--- src/rtl/bool_lut_eval_if.sv ---
// Bus bundle for bool_lut_eval: truth-table load, single-vector evaluate,
// and exhaustive-sweep control/status.
//   master modport : requester side (drives cfg/in/sweep requests)
//   slave modport  : evaluator side (drives ready, result and sweep status)
// Optional macro BOOL_LUT_SIGNATURE_EN adds the 16-bit sweep signature 'sig'.
interface bool_lut_eval_if #(
    parameter int unsigned N_IN = 4
);
    localparam int unsigned TT_W  = 1 << N_IN;
    localparam int unsigned CNT_W = N_IN + 1;

    logic             cfg_valid;
    logic [TT_W-1:0]  cfg_data;
    logic             cfg_ready;
    logic             in_valid;
    logic [N_IN-1:0]  in_vec;
    logic             in_ready;
    logic             y_valid;
    logic             y;
    logic             sweep_start;
    logic             sweep_busy;
    logic             sweep_done;
    logic [CNT_W-1:0] ones_count;
`ifdef BOOL_LUT_SIGNATURE_EN
    logic [15:0]      sig;
`endif

    modport master (
`ifdef BOOL_LUT_SIGNATURE_EN
        input  sig,
`endif
        output cfg_valid, cfg_data, in_valid, in_vec, sweep_start,
        input  cfg_ready, in_ready, y_valid, y, sweep_busy, sweep_done, ones_count
    );

    modport slave (
`ifdef BOOL_LUT_SIGNATURE_EN
        output sig,
`endif
        input  cfg_valid, cfg_data, in_valid, in_vec, sweep_start,
        output cfg_ready, in_ready, y_valid, y, sweep_busy, sweep_done, ones_count
    );
endinterface

--- src/rtl/bool_lut_eval.sv ---
// Programmable N_IN-input boolean function evaluator backed by a run-time
// loaded truth table. Supports 1-cycle registered evaluation and an
// autonomous sweep over all 2^N_IN input vectors that reports the minterm
// count (and, with BOOL_LUT_SIGNATURE_EN defined, a 16-bit MISR signature).
// Ports:
//   clk  : rising-edge clock
//   rst  : synchronous active-high reset
//   bus  : bool_lut_eval_if.slave (cfg load, evaluate, sweep control/status)
module bool_lut_eval #(
    parameter int unsigned N_IN = 4
) (
    input  logic               clk,
    input  logic               rst,
    bool_lut_eval_if.slave     bus
);
    localparam int unsigned TT_W  = 1 << N_IN;
    localparam int unsigned CNT_W = N_IN + 1;

    typedef enum logic [1:0] {
        ST_IDLE  = 2'd0,
        ST_SWEEP = 2'd1,
        ST_DONE  = 2'd2
    } state_e;

    state_e           state_q;
    logic [TT_W-1:0]  lut_q;
    logic [N_IN-1:0]  index_q;
    logic [CNT_W-1:0] acc_q;
    logic [CNT_W-1:0] acc_d;
    logic [CNT_W-1:0] ones_count_q;
    logic             y_q;
    logic             y_valid_q;
    logic             sweep_busy_q;
    logic             sweep_done_q;
    logic             last_index;
    logic [15:0]      sig_q;
    logic [15:0]      sig_d;

    // Per-sweep-cycle next values: running minterm total and MISR step
    always_comb begin
        acc_d      = acc_q + CNT_W'(lut_q[index_q]);
        sig_d      = {sig_q[14:0], 1'b0} ^ ((sig_q[15] ^ lut_q[index_q]) ? 16'h1021 : 16'h0000);
        last_index = (index_q == {N_IN{1'b1}});
    end

    // Control FSM with all datapath registers
    always_ff @(posedge clk) begin
        if (rst) begin
            state_q      <= ST_IDLE;
            lut_q        <= '0;
            index_q      <= '0;
            acc_q        <= '0;
            ones_count_q <= '0;
            y_q          <= 1'b0;
            y_valid_q    <= 1'b0;
            sweep_busy_q <= 1'b0;
            sweep_done_q <= 1'b0;
            sig_q        <= 16'h0000;
        end else begin
            y_valid_q    <= 1'b0;
            sweep_done_q <= 1'b0;
            case (state_q)
                ST_IDLE: begin
                    // Evaluation uses the table as it stands before any same-cycle load
                    if (bus.in_valid) begin
                        y_q       <= lut_q[bus.in_vec];
                        y_valid_q <= 1'b1;
                    end
                    // A load pre-empts a same-cycle sweep request
                    if (bus.cfg_valid) begin
                        lut_q <= bus.cfg_data;
                    end else if (bus.sweep_start) begin
                        state_q      <= ST_SWEEP;
                        sweep_busy_q <= 1'b1;
                        index_q      <= '0;
                        acc_q        <= '0;
                        sig_q        <= 16'hFFFF;
                    end
                end
                ST_SWEEP: begin
                    acc_q   <= acc_d;
                    sig_q   <= sig_d;
                    index_q <= index_q + N_IN'(1);
                    // Index wraps to 0 on the same edge the sweep finishes
                    if (last_index) begin
                        state_q      <= ST_DONE;
                        sweep_busy_q <= 1'b0;
                        sweep_done_q <= 1'b1;
                        ones_count_q <= acc_d;
                    end
                end
                ST_DONE: begin
                    state_q <= ST_IDLE;
                end
                default: begin
                    state_q <= ST_IDLE;
                end
            endcase
        end
    end

    assign bus.cfg_ready  = (state_q == ST_IDLE);
    assign bus.in_ready   = (state_q == ST_IDLE);
    assign bus.y          = y_q;
    assign bus.y_valid    = y_valid_q;
    assign bus.sweep_busy = sweep_busy_q;
    assign bus.sweep_done = sweep_done_q;
    assign bus.ones_count = ones_count_q;
`ifdef BOOL_LUT_SIGNATURE_EN
    assign bus.sig        = sig_q;
`endif

endmodule

--- src/flat_wrapper.sv ---
// flat-port wrapper written by rule: the top's interface ports become plain ports
module bool_lut_eval_flat 
#(
    parameter int unsigned N_IN = 4
)
  (clk, rst, bus_cfg_valid, bus_cfg_data, bus_in_valid, bus_in_vec, bus_sweep_start, bus_cfg_ready, bus_in_ready, bus_y_valid, bus_y, bus_sweep_busy, bus_sweep_done, bus_ones_count);
  bool_lut_eval_if #(.N_IN(N_IN)) bus_i ();
  input  logic clk;
  input  logic rst;
  input wire logic [$bits(bus_i.cfg_valid)-1:0] bus_cfg_valid;
  input wire logic [$bits(bus_i.cfg_data)-1:0] bus_cfg_data;
  input wire logic [$bits(bus_i.in_valid)-1:0] bus_in_valid;
  input wire logic [$bits(bus_i.in_vec)-1:0] bus_in_vec;
  input wire logic [$bits(bus_i.sweep_start)-1:0] bus_sweep_start;
  output wire logic [$bits(bus_i.cfg_ready)-1:0] bus_cfg_ready;
  output wire logic [$bits(bus_i.in_ready)-1:0] bus_in_ready;
  output wire logic [$bits(bus_i.y_valid)-1:0] bus_y_valid;
  output wire logic [$bits(bus_i.y)-1:0] bus_y;
  output wire logic [$bits(bus_i.sweep_busy)-1:0] bus_sweep_busy;
  output wire logic [$bits(bus_i.sweep_done)-1:0] bus_sweep_done;
  output wire logic [$bits(bus_i.ones_count)-1:0] bus_ones_count;
  assign bus_i.cfg_valid = bus_cfg_valid;
  assign bus_i.cfg_data = bus_cfg_data;
  assign bus_i.in_valid = bus_in_valid;
  assign bus_i.in_vec = bus_in_vec;
  assign bus_i.sweep_start = bus_sweep_start;
  assign bus_cfg_ready = bus_i.cfg_ready;
  assign bus_in_ready = bus_i.in_ready;
  assign bus_y_valid = bus_i.y_valid;
  assign bus_y = bus_i.y;
  assign bus_sweep_busy = bus_i.sweep_busy;
  assign bus_sweep_done = bus_i.sweep_done;
  assign bus_ones_count = bus_i.ones_count;
  bool_lut_eval #(.N_IN(N_IN)) u_core (.clk(clk), .rst(rst), .bus(bus_i));
endmodule
--- config.mk ---
export PLATFORM = sky130hd
export DESIGN_NAME = bool_lut_eval_flat
export DESIGN_NICKNAME = d
export VERILOG_FILES = /design/src/rtl/bool_lut_eval_if.sv /design/src/rtl/bool_lut_eval.sv /design/src/flat_wrapper.sv
export SDC_FILE = /design/constraint.sdc
export NUM_CORES = 1
export LEC_CHECK = 0
export CAP_MARGIN = 10
export CORE_ASPECT_RATIO = 0.9
export CORE_UTILIZATION = 30
export CTS_CLUSTER_DIAMETER = 60
export DETAILED_ROUTE_END_ITERATION = 8
export SYNTH_ARGS = -nofsm -noshare
export SYNTH_HDL_FRONTEND = slang
export SYNTH_SLANG_ARGS = --single-unit
export TNS_END_PERCENT = 20
--- constraint.sdc ---
create_clock -name clk -period 2.15 [get_ports clk]
set_input_delay 0.43 -clock clk [delete_from_list [all_inputs] [get_ports clk]]
set_output_delay 0.43 -clock clk [all_outputs]
set_load 0.02 [all_outputs]
==> results of run 1 <==
-- cell families after synthesis --
| logic type | count (synthesis) | synth area share, % |
|---|---|---|
| multiplexers | 17 | 18.3 |
| AO/OA/AOI/OAI | 33 | 12.0 |
| adder cells (fa/ha/maj) | 3 | 2.27 |
| flip-flops | 36 | 43.6 |
| XOR/XNOR | 3 | 1.59 |
| buffers and inverters | 12 | 3.79 |
| AND/OR/NAND/NOR | 70 | 18.4 |
-- final timing paths --
| check | end | slack (ps) | cells after the start |
|---|---|---|---|
| setup / recovery | u_core.bus.ones_count[4] | -70 | 8 |
| setup reg to reg | u_core.bus.ones_count[4] | -70 | 8 |
| hold / removal | u_core.lut_q[0] | 490 | 2 |
| hold reg to reg | u_core.lut_q[0] | 490 | 2 |
-- timing repair --
item                       CTS  global route
buffers inserted             0             0
pin swaps                    4             0
gates resized for setup      4             3
setup endpoints to repair    7             8
-- final cells by class --
type,count,area [um^2],share of cell area (%)
clock buffer,5,68.8,3.02
multi-input combinational,126,917,40.2
sequential,36,724,31.8
tap,67,83.8,3.68
timing repair buffer,53,485,21.3
-- sequential cells by signal (all words and copies together), names as in the netlist --
name                   flops
u_core.acc_q               5
u_core.bus.sweep_busy      1
u_core.bus.y_valid         1
u_core.bus.y               1
u_core.state_q             2
u_core.index_q             4
u_core.lut_q              16
u_core.bus.ones_count      5
u_core.bus.sweep_done      1
-- worst register-to-register path, cell delays in order, from the launching register on --
cell and delay (ps):
dfxtp_4 390, mux4_2 490, mux4_2 520, ha_4 190, ha_4 170, nand3_2 80
xnor2_2 70, mux2i_1 140, nor2_1 50
-- cells in the final DEF, fill, tap and decap left out, types with 2 or more instances in the layout --
| cell | netlist | layout |
|---|---|---|
| nand2_1 | 35 | 35 |
| clkdlybuf4s50_1 | 0 | 35 |
| dfxtp_1 | 36 | 35 |
| a21oi_1 | 19 | 19 |
| buf_4 | 1 | 18 |
| nor2_1 | 16 | 16 |
| mux4_2 | 5 | 8 |
| nor2b_1 | 5 | 5 |
| mux2i_1 | 5 | 5 |
| a22oi_1 | 6 | 5 |
| clkbuf_8 | 0 | 5 |
| nor3_1 | 3 | 3 |
| mux2_2 | 3 | 3 |
| nor2_2 | 2 | 2 |
| nand3_1 | 4 | 2 |
| nand3_2 | 0 | 2 |
| o21bai_1 | 2 | 2 |
| nor3b_1 | 2 | 2 |
| ha_4 | 0 | 2 |
-- per-layer routing --
metal | GRT usage [%] | vias up
met5 | 0 | -
met4 | 5.36 | 0
met1 | 19.5 | 617
li1 | - | 701
met2 | 19.8 | 35
met3 | 3.52 | 6
-- stage by stage --
stage	util, %	power, uW	worst slack (ps)	hold WS [ps]
2_1_floorplan	-	835	-76.7	442
3_3_place_gp	41.2	940	-105	473
3_5_place_dp	41.2	942	-125	472
4_1_cts	42.8	1360	-84.8	481
5_1_grt	43.1	1410	-176	509
6_report	43.1	1340	-65.9	489
-- power breakdown --
part	internal (uW)	switching [uW]	total [uW]
sequential	693	19.7	713
clock	208	209	417
combinational	122	90.4	212
==> impl_summary.md, run 1 <==
Timing
Setup repair after global routing could not meet its margin everywhere. The post-layout worst setup margin is -65.9 ps. At the pin with the least slew margin, the transition time is about 500 ps. In the finished design, the share of the clock period the worst path needs comes to 103%. The max-slew violation count is 0. The clock arrives with around 1.4 ps of skew.

For the finished layout, the period the worst path requires is 2220 ps. The worst pin sits at a relative slew slack of 66.3%. Based on the critical path, the design can be clocked at up to between 400 and 500 MHz.

The number of hold violations in the final report was 0. The count of final setup violators is 4. The total negative slack for setup checks is -207 ps.

Global routing
The initial antenna violation count is 0. The global route total overflow is 0. The global-route wire length before repair is just over 6000 um.

The number of global-route vias before repair is ~1300. The largest net degree at the start of global routing is 37. Global routing used about 14% of the available tracks across all layers.

Setup path
Data on the critical path arrives at its endpoint at between 2000 and 2500 ps. STA classifies the critical path startpoint as a register. The slowest cell on the critical path is mux4_2. For this run, the slowest stage of the critical path takes 520 ps. STA puts the critical path data required time at ~2300 ps. Walking the worst path, the cells encountered are mux4_2, mux4_2, ha_4, ha_4, nand3_2, xnor2_2, mux2i_1, nor2_1. Along the worst path, the maximum fanout reaches 5.

The critical path's top delay family is multiplexers. The critical path is of the register to register type. The worst reg2reg path startpoint is u_core.index_q[0]. The number of buffers and inverters on the critical path is 0. The worst setup path is captured at a register. The origin of the worst setup path is u_core.index_q[0].

CTS
The clock passes through at most 2 buffers. The tree is rooted in a clkbuf_8. TritonCTS built the clock tree. The H-tree generated during clock tree synthesis spans 2 levels. The number of hold-repair buffers added at the cts stage is 0. TritonCTS created 5 clock buffers. After clock tree synthesis, the clock-pin slew on the worst setup and hold paths is roughly 60 ps.

At the later pin of the worst-skew pair, clock insertion delay measures approximately 280 ps. The TritonCTS sink count is 36.

Detailed routing
Routed signal wires occupy layers up through met4. The routed wire length is 3630 um. In this run, the number of DRC markers left after iteration 0 of detailed routing was ~80. The amount of wire on met3 after detailed routing is just over 200 um. After detailed routing, the number of vias per cell comes to 4.74. The mean routed wirelength per cell is around 13 um.

The routed length on met2 is between 1000 and 1500 um. The count of nets left with antenna violations once routing finished came out at 0. For this block, wires on met1 add up to 1870 um.

The length of the first detailed-routing pass in iterations is 4. The remaining design rule violation count is 0. The number of vias in the routed layout is 1359.

Placed design
The final weighted congestion in routability-driven placement is 0.763. Including well taps, the total number of placed cells is approximately 280. The cell area after placement is around 0.0022 mm^2. The count of input and output buffers is 35. The HPWL after detailed placement is between 2000 and 3000 um.

Floorplanning
In this run the vertical extent of the chip is 72.4 um. The initial cell density of the core is between 30% and 40%. The die width is between 80 and 90 um. The cell row count is 25. 36 I/O pins were placed.

The core footprint is approximately 0.0053 mm^2. The floorplan step defined a die boundary enclosing between 0.005 and 0.006 mm^2.

Worst hold path
The hold path startpoint is u_core.lut_q[0]. The min-delay analysis places its worst path in the category register to register.

Status
The flow ran to the end, but the final reports show violations. The checks that failed: setup timing.

Job
The reported max-cap violation count is 0.

Synthesis
The main flop type after synthesis is dfxtp_1. The commonest cells after synthesis are dfxtp_1, nand2_1, a21oi_1. The area share of the leading cell type in the synthesized netlist is ~44%. After synthesis, the cell types taking the most area are dfxtp_1, nand2_1, mux4_2. The sequential cell area fraction in the yosys report is 43.6%. For this run, asynchronously set or reset flops after synthesis account for 0%.

The largest area contributor in the netlist is dfxtp_1. The most instantiated library cell after synthesis is dfxtp_1. Synthesis produced roughly 170 cells. The post-synth design cell area is around 0.0017 mm^2. The post-synthesis cell type count is 29. The synthesized area per cell is ~9.5 um^2.

The synthesized net count is roughly 200. The synthesis-stage register bit count is 36. In this run, synthesis inferred 0 flip-flops with an integrated enable. During synthesis, Yosys emitted a total of 0 warnings.

Power and ir drop
The power density normalized to cell area is ~590 mW/mm^2. For this design the static power due to leakage is around 0.00083 uW. Across the VDD grid, the largest voltage drop is between 0.0002 and 0.00025 V.

Layout
The area overhead of the layout relative to synthesis is 38.0%. The finished layout holds ~290 standard cells, fillers aside. With fillers left out, the area of the finished cells amounts to approximately 0.0023 mm^2. The number of antenna repair diodes is 0. The post-route netlist has roughly 20% of its cells at a drive strength greater than 1. The final-layout fill cell count is 503. At the end of the flow, the number of nets in the layout was 250.
No activity file was read; power rests on OpenSTA's default activity.
==> inputs of run 2 (changes only) <==
--- a/config.mk
+++ b/config.mk
@@ -10,6 +10,7 @@
 export CORE_UTILIZATION = 30
 export CTS_CLUSTER_DIAMETER = 60
 export DETAILED_ROUTE_END_ITERATION = 8
+export PLACE_DENSITY = 0.61
 export SYNTH_ARGS = -nofsm -noshare
 export SYNTH_HDL_FRONTEND = slang
 export SYNTH_SLANG_ARGS = --single-unit
==> run 2 against run 1 <==
Against the previous run: the flow still finishes with violations (setup timing); sequential power about the same; setup slack got worse by 11 ps; die area stayed put; largest cell class unchanged; largest power group unchanged.
==> impl_summary.md, run 2 (synthesized netlist as in run 1, its figures left out) <==
Timing
The number of hold violations in the final report is 0. The post-layout worst setup margin is -76.4 ps. After layout, the worst path uses 104% of the clock period.

Based on the critical path, the design can be clocked at up to between 400 and 500 MHz. On the final layout, the worst clock skew is 2.69 ps. For the pin with the worst max-slew slack, the measured transition is just over 500 ps. Setup repair after global routing could not meet its margin everywhere.

The routed design could run at a clock period as short as about 2200 ps. The max-slew violation count is 0. Setup violations remaining at the end of the flow were counted as 5.

Measured against its own limit, the worst slew margin works out to 66.4%.

Setup path
Following the worst setup path forward leads to its endpoint at u_core.bus.ones_count[4]. The largest fanout on the critical path is 5. The reg2reg setup slack is -80 ps. The critical path in this run is classified as register to register. The critical path starts at u_core.index_q[0]. The signal arrival time at the worst endpoint is about 2400 ps. In this run the critical register-to-register path is launched from u_core.index_q[0]. STA classifies the critical path startpoint as a register. The worst setup path is captured at a register.

The worst reg2reg path depth is 8. Data on the critical path is required at its endpoint by between 2000 and 2500 ps. The endpoint of the worst register-to-register path is u_core.bus.ones_count[4].

Floorplanning
The die boundary height is 72.4 um. The floorplan step set the die width to roughly 80 um. The die covers between 0.005 and 0.006 mm^2. The core region is ~0.0053 mm^2. The initial utilization of the core area, before any placement, comes to 31.2%. 36 I/O pins were placed. In this run the core area contains 25 standard-cell rows.

Power and ir drop
The power density normalized to cell area is slightly above 600 mW/mm^2. The worst-case IR drop observed on VDD is ~0.00023 V. The reported net switching power is ~330 uW. The clock network is responsible for a little over a third of the overall power. Registers are responsible for 50.2% of the overall power. Of the total power, the share spent switching nets is 23.0%. Summing internal, switching and leakage power gives 1420 uW. The combinational share of power is around 14%. Summed over all cells, the static leakage comes to 0.000837 uW.

The internal power summed over all cells is 1100 uW.

Detailed routing
For this run, design rule violations remaining after detail routing come to 0. The routed wire length is 3570 um. In the final routed layout, each cell accounts on average for 12.4 um.

The pre-antenna-repair detailed-routing pass consisted of 4 iterations. In the routed layout, each cell is associated on average with a via count of 4.82. The post-detailed-route count of antenna-violating nets is 0. The number of vias in the routed layout is ~1400. The number of DRC markers in iteration 0 is 71.

Placed design
Detailed placement ended at an HPWL of around 2600 um. The cell area after placement is between 0.002 and 0.0025 mm^2. Input and output buffers added on the ports amount to 35. The worst-case setup slack after placement is -144 ps.

The congestion estimate from routability-driven global placement came to slightly below 0.8.

Global routing
The number of global-route vias before repair is 1341. The initial antenna violation count is 0. The largest net degree at the start of global routing is 37. The total global-route track usage is roughly 14%. The global route total overflow is 0. The first global-routing pass estimated just over 6000 um of wire.

Layout
The final-layout fill cell count is 512. The area of combinational cells with multiple inputs is 920 um^2. The library cells used most frequently in the layout, excluding fill and tap cells, are nand2_1, clkdlybuf4s50_1, dfxtp_1.

The register with the most flip-flops in the layout has 16 of them. The register with the highest flop count is u_core.lut_q. The area overhead of the layout relative to synthesis is 38.9%. After the last flow step, the layout net total stands at approximately 250. Of the cells placed in the final design, the portion with a size suffix greater than 1 is about a fifth.

The repair_antennas step left the layout with diodes totalling 0. The post-route core utilization is between 40% and 50%. Once layout is done, the placed cells without fillers occupy roughly 0.0023 mm^2. In the final layout, flip-flops and latches occupy between 700 and 800 um^2.

CTS
In this run, CTS created clock tree buffers numbering 5. The TritonCTS sink count is 36. The H-tree depth reported by CTS is 2. The clock passes through at most 2 buffers.

TritonCTS built the clock tree. After clock tree synthesis, the clock-pin slew on the worst setup and hold paths is approximately 70 ps. The buffer type at the clock tree root is clkbuf_8. The worst-skew pair later-pin latency is approximately 280 ps.

Buffers inserted to repair hold after CTS numbered 0.

Job
Max-cap violations in this run came to 0.

Worst hold path
The number of cells on the worst hold path is 2. The class of the most critical hold timing path is register to register.

Status
The checks that failed: setup timing. The run finished, with violations left.
-- run 2: layout make-up --
class	instances	area share [%]
Timing Repair Buffer	51	20.5
Sequential cell	36	31.6
Clock buffer	7	4.20
Tap cell	67	3.65
Multi-Input combinational cell	126	40.1
-- run 2: repair_timing --
action / CTS / global route
hold endpoints to repair: 0 / 0
gates resized for setup: 7 / 0
pin swaps: 4 / 0
setup endpoints to repair: 7 / 8
buffers inserted: 0 / 0
-- run 2: power by group through the flow --
stage | Combinational, uW | Sequential [uW] | Clock, uW
2_1_floorplan | 109 | 727 | 0
3_3_place_gp | 206 | 730 | 0
3_5_place_dp | 208 | 730 | 0
4_1_cts | 210 | 715 | 529
5_1_grt | 228 | 718 | 552
6_report | 206 | 715 | 503
-- run 2: worst max-delay path: stages (launching register included) --
cell	delay, ps
dfxtp_4	390
mux4_2	510
mux4_2	500
ha_4	190
ha_4	170
nand3_4	90
xnor2_2	70
mux2i_1	140
nor2_1	50
-- run 2: per-stage QoR --
stage	instances	TNS, ps	hold slack (ps)
after floorplan	174	-246	442
after CTS	287	-318	487
after global routing	287	-769	528
final	287	-250	484
after global placement	280	-531	472
after detailed placement	280	-783	480
-- run 2: how the worst min path moves through the flow --
stage	slack (ps)	end	startpoint
final	480	u_core.lut_q[5]	u_core.lut_q[5]
after floorplan	440	u_core.lut_q[3]	u_core.lut_q[3]
after global routing	530	u_core.lut_q[0]	u_core.lut_q[0]
after CTS	490	u_core.lut_q[5]	u_core.lut_q[5]
after detailed placement	480	u_core.lut_q[3]	u_core.lut_q[3]
after global placement	470	u_core.lut_q[2]	u_core.lut_q[2]
-- run 2: metal layers --
metal  track usage, %  wire length (um)  vias to the layer above
li1                 -                 -                      698
met2             21.3              1570                       31
met1             18.9              1780                      648
met4             5.95                56                        0
met5                0                 0                        -
met3             3.02               169                        5
==> inputs of run 3 (changes only) <==
--- a/config.mk
+++ b/config.mk
@@ -8,10 +8,9 @@
 export CAP_MARGIN = 10
 export CORE_ASPECT_RATIO = 0.9
 export CORE_UTILIZATION = 30
-export CTS_CLUSTER_DIAMETER = 60
 export DETAILED_ROUTE_END_ITERATION = 8
 export PLACE_DENSITY = 0.61
 export SYNTH_ARGS = -nofsm -noshare
 export SYNTH_HDL_FRONTEND = slang
 export SYNTH_SLANG_ARGS = --single-unit
-export TNS_END_PERCENT = 20
+export TNS_END_PERCENT = 100
==> run 3 against run 2 <==
Against the previous run: global-route usage grew 0.35 points; hold slack lost 3.8 ps; sequential power is essentially flat; combinational power grew 2%; critical endpoint is now u_core.acc_q[2]; critical path type unchanged; flip-flop and latch count is the same; highest routed layer unchanged; setup slack lost 15 ps; sequential share of layout area shrank 0.37 points; clock power shrank 2%; first-iteration DRC count grew 38%; the flow still finishes with violations (setup timing); largest power group unchanged; clock skew grew 5.5 ps; power shrank 0.59%.
==> impl_summary.md, run 3 (synthesized netlist as in run 1, its figures left out) <==
Status
The run finished, with violations left. The final reports fail on setup timing.

CTS
Counting along the longest clock path gives a buffer depth of 2. The number of buffers inserted during clock tree synthesis is 5. For the worst-skew pair, the clock arrives at the later sink with an insertion delay of ~290 ps. The CTS tree is built. CTS saw 36 sinks. The H-tree depth reported by CTS is 2. The tree is rooted in a clkbuf_8. After clock tree synthesis, the clock-pin slew on the worst setup and hold paths is about 70 ps.

Timing
The total negative slack for setup checks is -414 ps. The number of hold violations in the final report is 0. The fraction of the cycle the final worst path needs is 104%.

The maximum frequency from static timing analysis is 446 MHz. Measured against its own limit, the worst slew margin works out to roughly 63%. At the pin with the least slew margin, the transition time is between 500 and 600 ps. Across the routed clock network, the largest skew measured is 8.19 ps.

Setup violations remaining at the end of the flow were counted as 7. The smallest clock period supported by the final layout is computed as ~2200 ps. Setup repair after global routing could not meet its margin everywhere.

The max-slew violation count is 0. The post-layout worst setup margin is -91.8 ps.

Floorplanning
The die boundary height is ~72 um. The initial cell density of the core is between 30% and 40%. The die width is ~80 um. The core footprint is 0.00529 mm^2. The cell row count is 25.

The floorplan step defined a die boundary enclosing 0.00581 mm^2. The count of boundary I/O pins is 36.

Layout
The net total in the final layout is 250. The final-layout fill cell count is slightly above 500. The area overhead of the layout relative to synthesis is 40.6%. The register with the most flip-flops in the layout has 16 of them. The repair_antennas step left the layout with diodes totalling 0. In the layout the commonest cells are nand2_1, clkdlybuf4s50_1, dfxtp_1. The layout cell share with drive strength beyond 1 is between 20% and 30%. The area of combinational cells with multiple inputs is a little over 900 um^2.

More flip-flops sit in one register than any other, and that register is u_core.lut_q. Registers take 724 um^2.

Detailed routing
The pre-antenna-repair detailed-routing pass consisted of 4 iterations. The final route contains approximately 1400 vias. The final layout contains routed wiring with a total length of roughly 3800 um. The number of DRC markers in iteration 0 is between 90 and 100. Using the TritonRoute via totals, the vias-per-cell ratio works out to approximately 4.7. Once detail routing completed, the nets flagged for antenna violations numbered 0.

In the routed design, unresolved DRC markers number 0. Dividing the detail-routed wire length by the instance count gives between 10 and 15 um.

Power and ir drop
Summing internal, switching and leakage power gives between 1000 and 1500 uW. The highest ir drop seen on vdd is 0.000215 V. In this run the power density over the cells is 610 mW/mm^2. The analysis attributes to cell leakage a power of roughly 0.00085 uW.

Setup path
By startpoint and endpoint, the worst setup path is classified as register to register. The signal arrival time at the worst endpoint is 2400 ps. STA puts the critical path data required time at about 2300 ps. The worst setup path is launched from a register. In this run the worst path has a maximum fanout of 5.

The worst setup path is captured at a register.

Placed design
The final weighted congestion in routability-driven placement is 0.837. The count of input and output buffers is 35. Summed over all nets, the half-perimeter wirelength after detailed placement is approximately 2700 um.

Global routing
The largest net degree at the start of global routing is 37. For this run, the total global-route usage over all layers was measured as 14.2%. The global-route wire length before repair is roughly 6300 um. The global route total overflow is 0. The number of global-route vias before repair is 1347. The initial antenna violation count is 0.

Job
Max-cap violations in this run came to 0.

Worst hold path
The class of the most critical hold timing path is register to register.
## run 3: cell count changes in the layout (fill, tap and decap cells not counted)
cell       previous run  this run
buf_4                16        18
nor3b_1               2         1
a211oi_1              2         1
clkbuf_8              7         6
a2bb2oi_1             1         0
a2bb2oi_2             0         1
clkinv_2              0         2
a211oi_2              0         1
nor3b_2               0         1
## run 3: power breakdown
group	total (uW)	internal, uW	leakage (uW)	switching [uW]
sequential	714	693	0.000295	20.8
combinational	210	121	0.000506	89.1
clock	492	255	0.0000510	237
## run 3: path summary, 6_finish.rpt
kind	startpoint	to	slack, ps	depth (start not counted)
worst max register to register	u_core.index_q[0]	u_core.acc_q[2]	-90	7
worst min-delay path	u_core.lut_q[0]	u_core.lut_q[0]	480	2
worst max-delay path	u_core.index_q[0]	u_core.acc_q[2]	-90	7
worst min register to register	u_core.lut_q[0]	u_core.lut_q[0]	480	2
## run 3: stage by stage
step | cell area [um^2] | utilization (%) | worst slack, ps | cells | hold WS [ps]
after global routing | 2320 | 43.9 | -193 | 290 | 501
after detailed placement | 2180 | 41.2 | -161 | 281 | 465
final | 2320 | 43.9 | -91.8 | 290 | 480
after floorplan | 1680 | - | -76.3 | 174 | 442
after CTS | 2290 | 43.3 | -108 | 289 | 480
after global placement | 2180 | 41.2 | -117 | 281 | 472
## run 3: area by class of cell
| cell class | count | share of cell area [%] |
|---|---|---|
| repair buffers | 53 | 20.9 |
| multi-input cells | 126 | 40.3 |
| clock inverters | 2 | 0.431 |
| well taps | 67 | 3.61 |
| flip-flops and latches | 36 | 31.2 |
| clock buffers | 6 | 3.56 |
## run 3: worst max-delay path, cell delays in order, from the launching register on
cell and delay, ps:
dfxtp_4 390, mux4_2 510, mux4_2 510, ha_4 190, ha_4 170, nor3b_2 150
o21ai_1 120, a21oi_1 70
## run 3: what timing repair did
action	4_1_cts	5_1_grt
endpoints found under the hold margin	0	0
hold buffers	0	0
setup endpoints to repair	8	8
pin swaps	5	3
resized for setup	4	4
setup buffers	0	1
## run 3: layer usage
layer | global-route usage, % | part of all wire (%)
met2 | 21.5 | 45
met5 | 0 | 0
met4 | 4.76 | 0.85
met3 | 4.15 | 4.5
met1 | 19.5 | 50
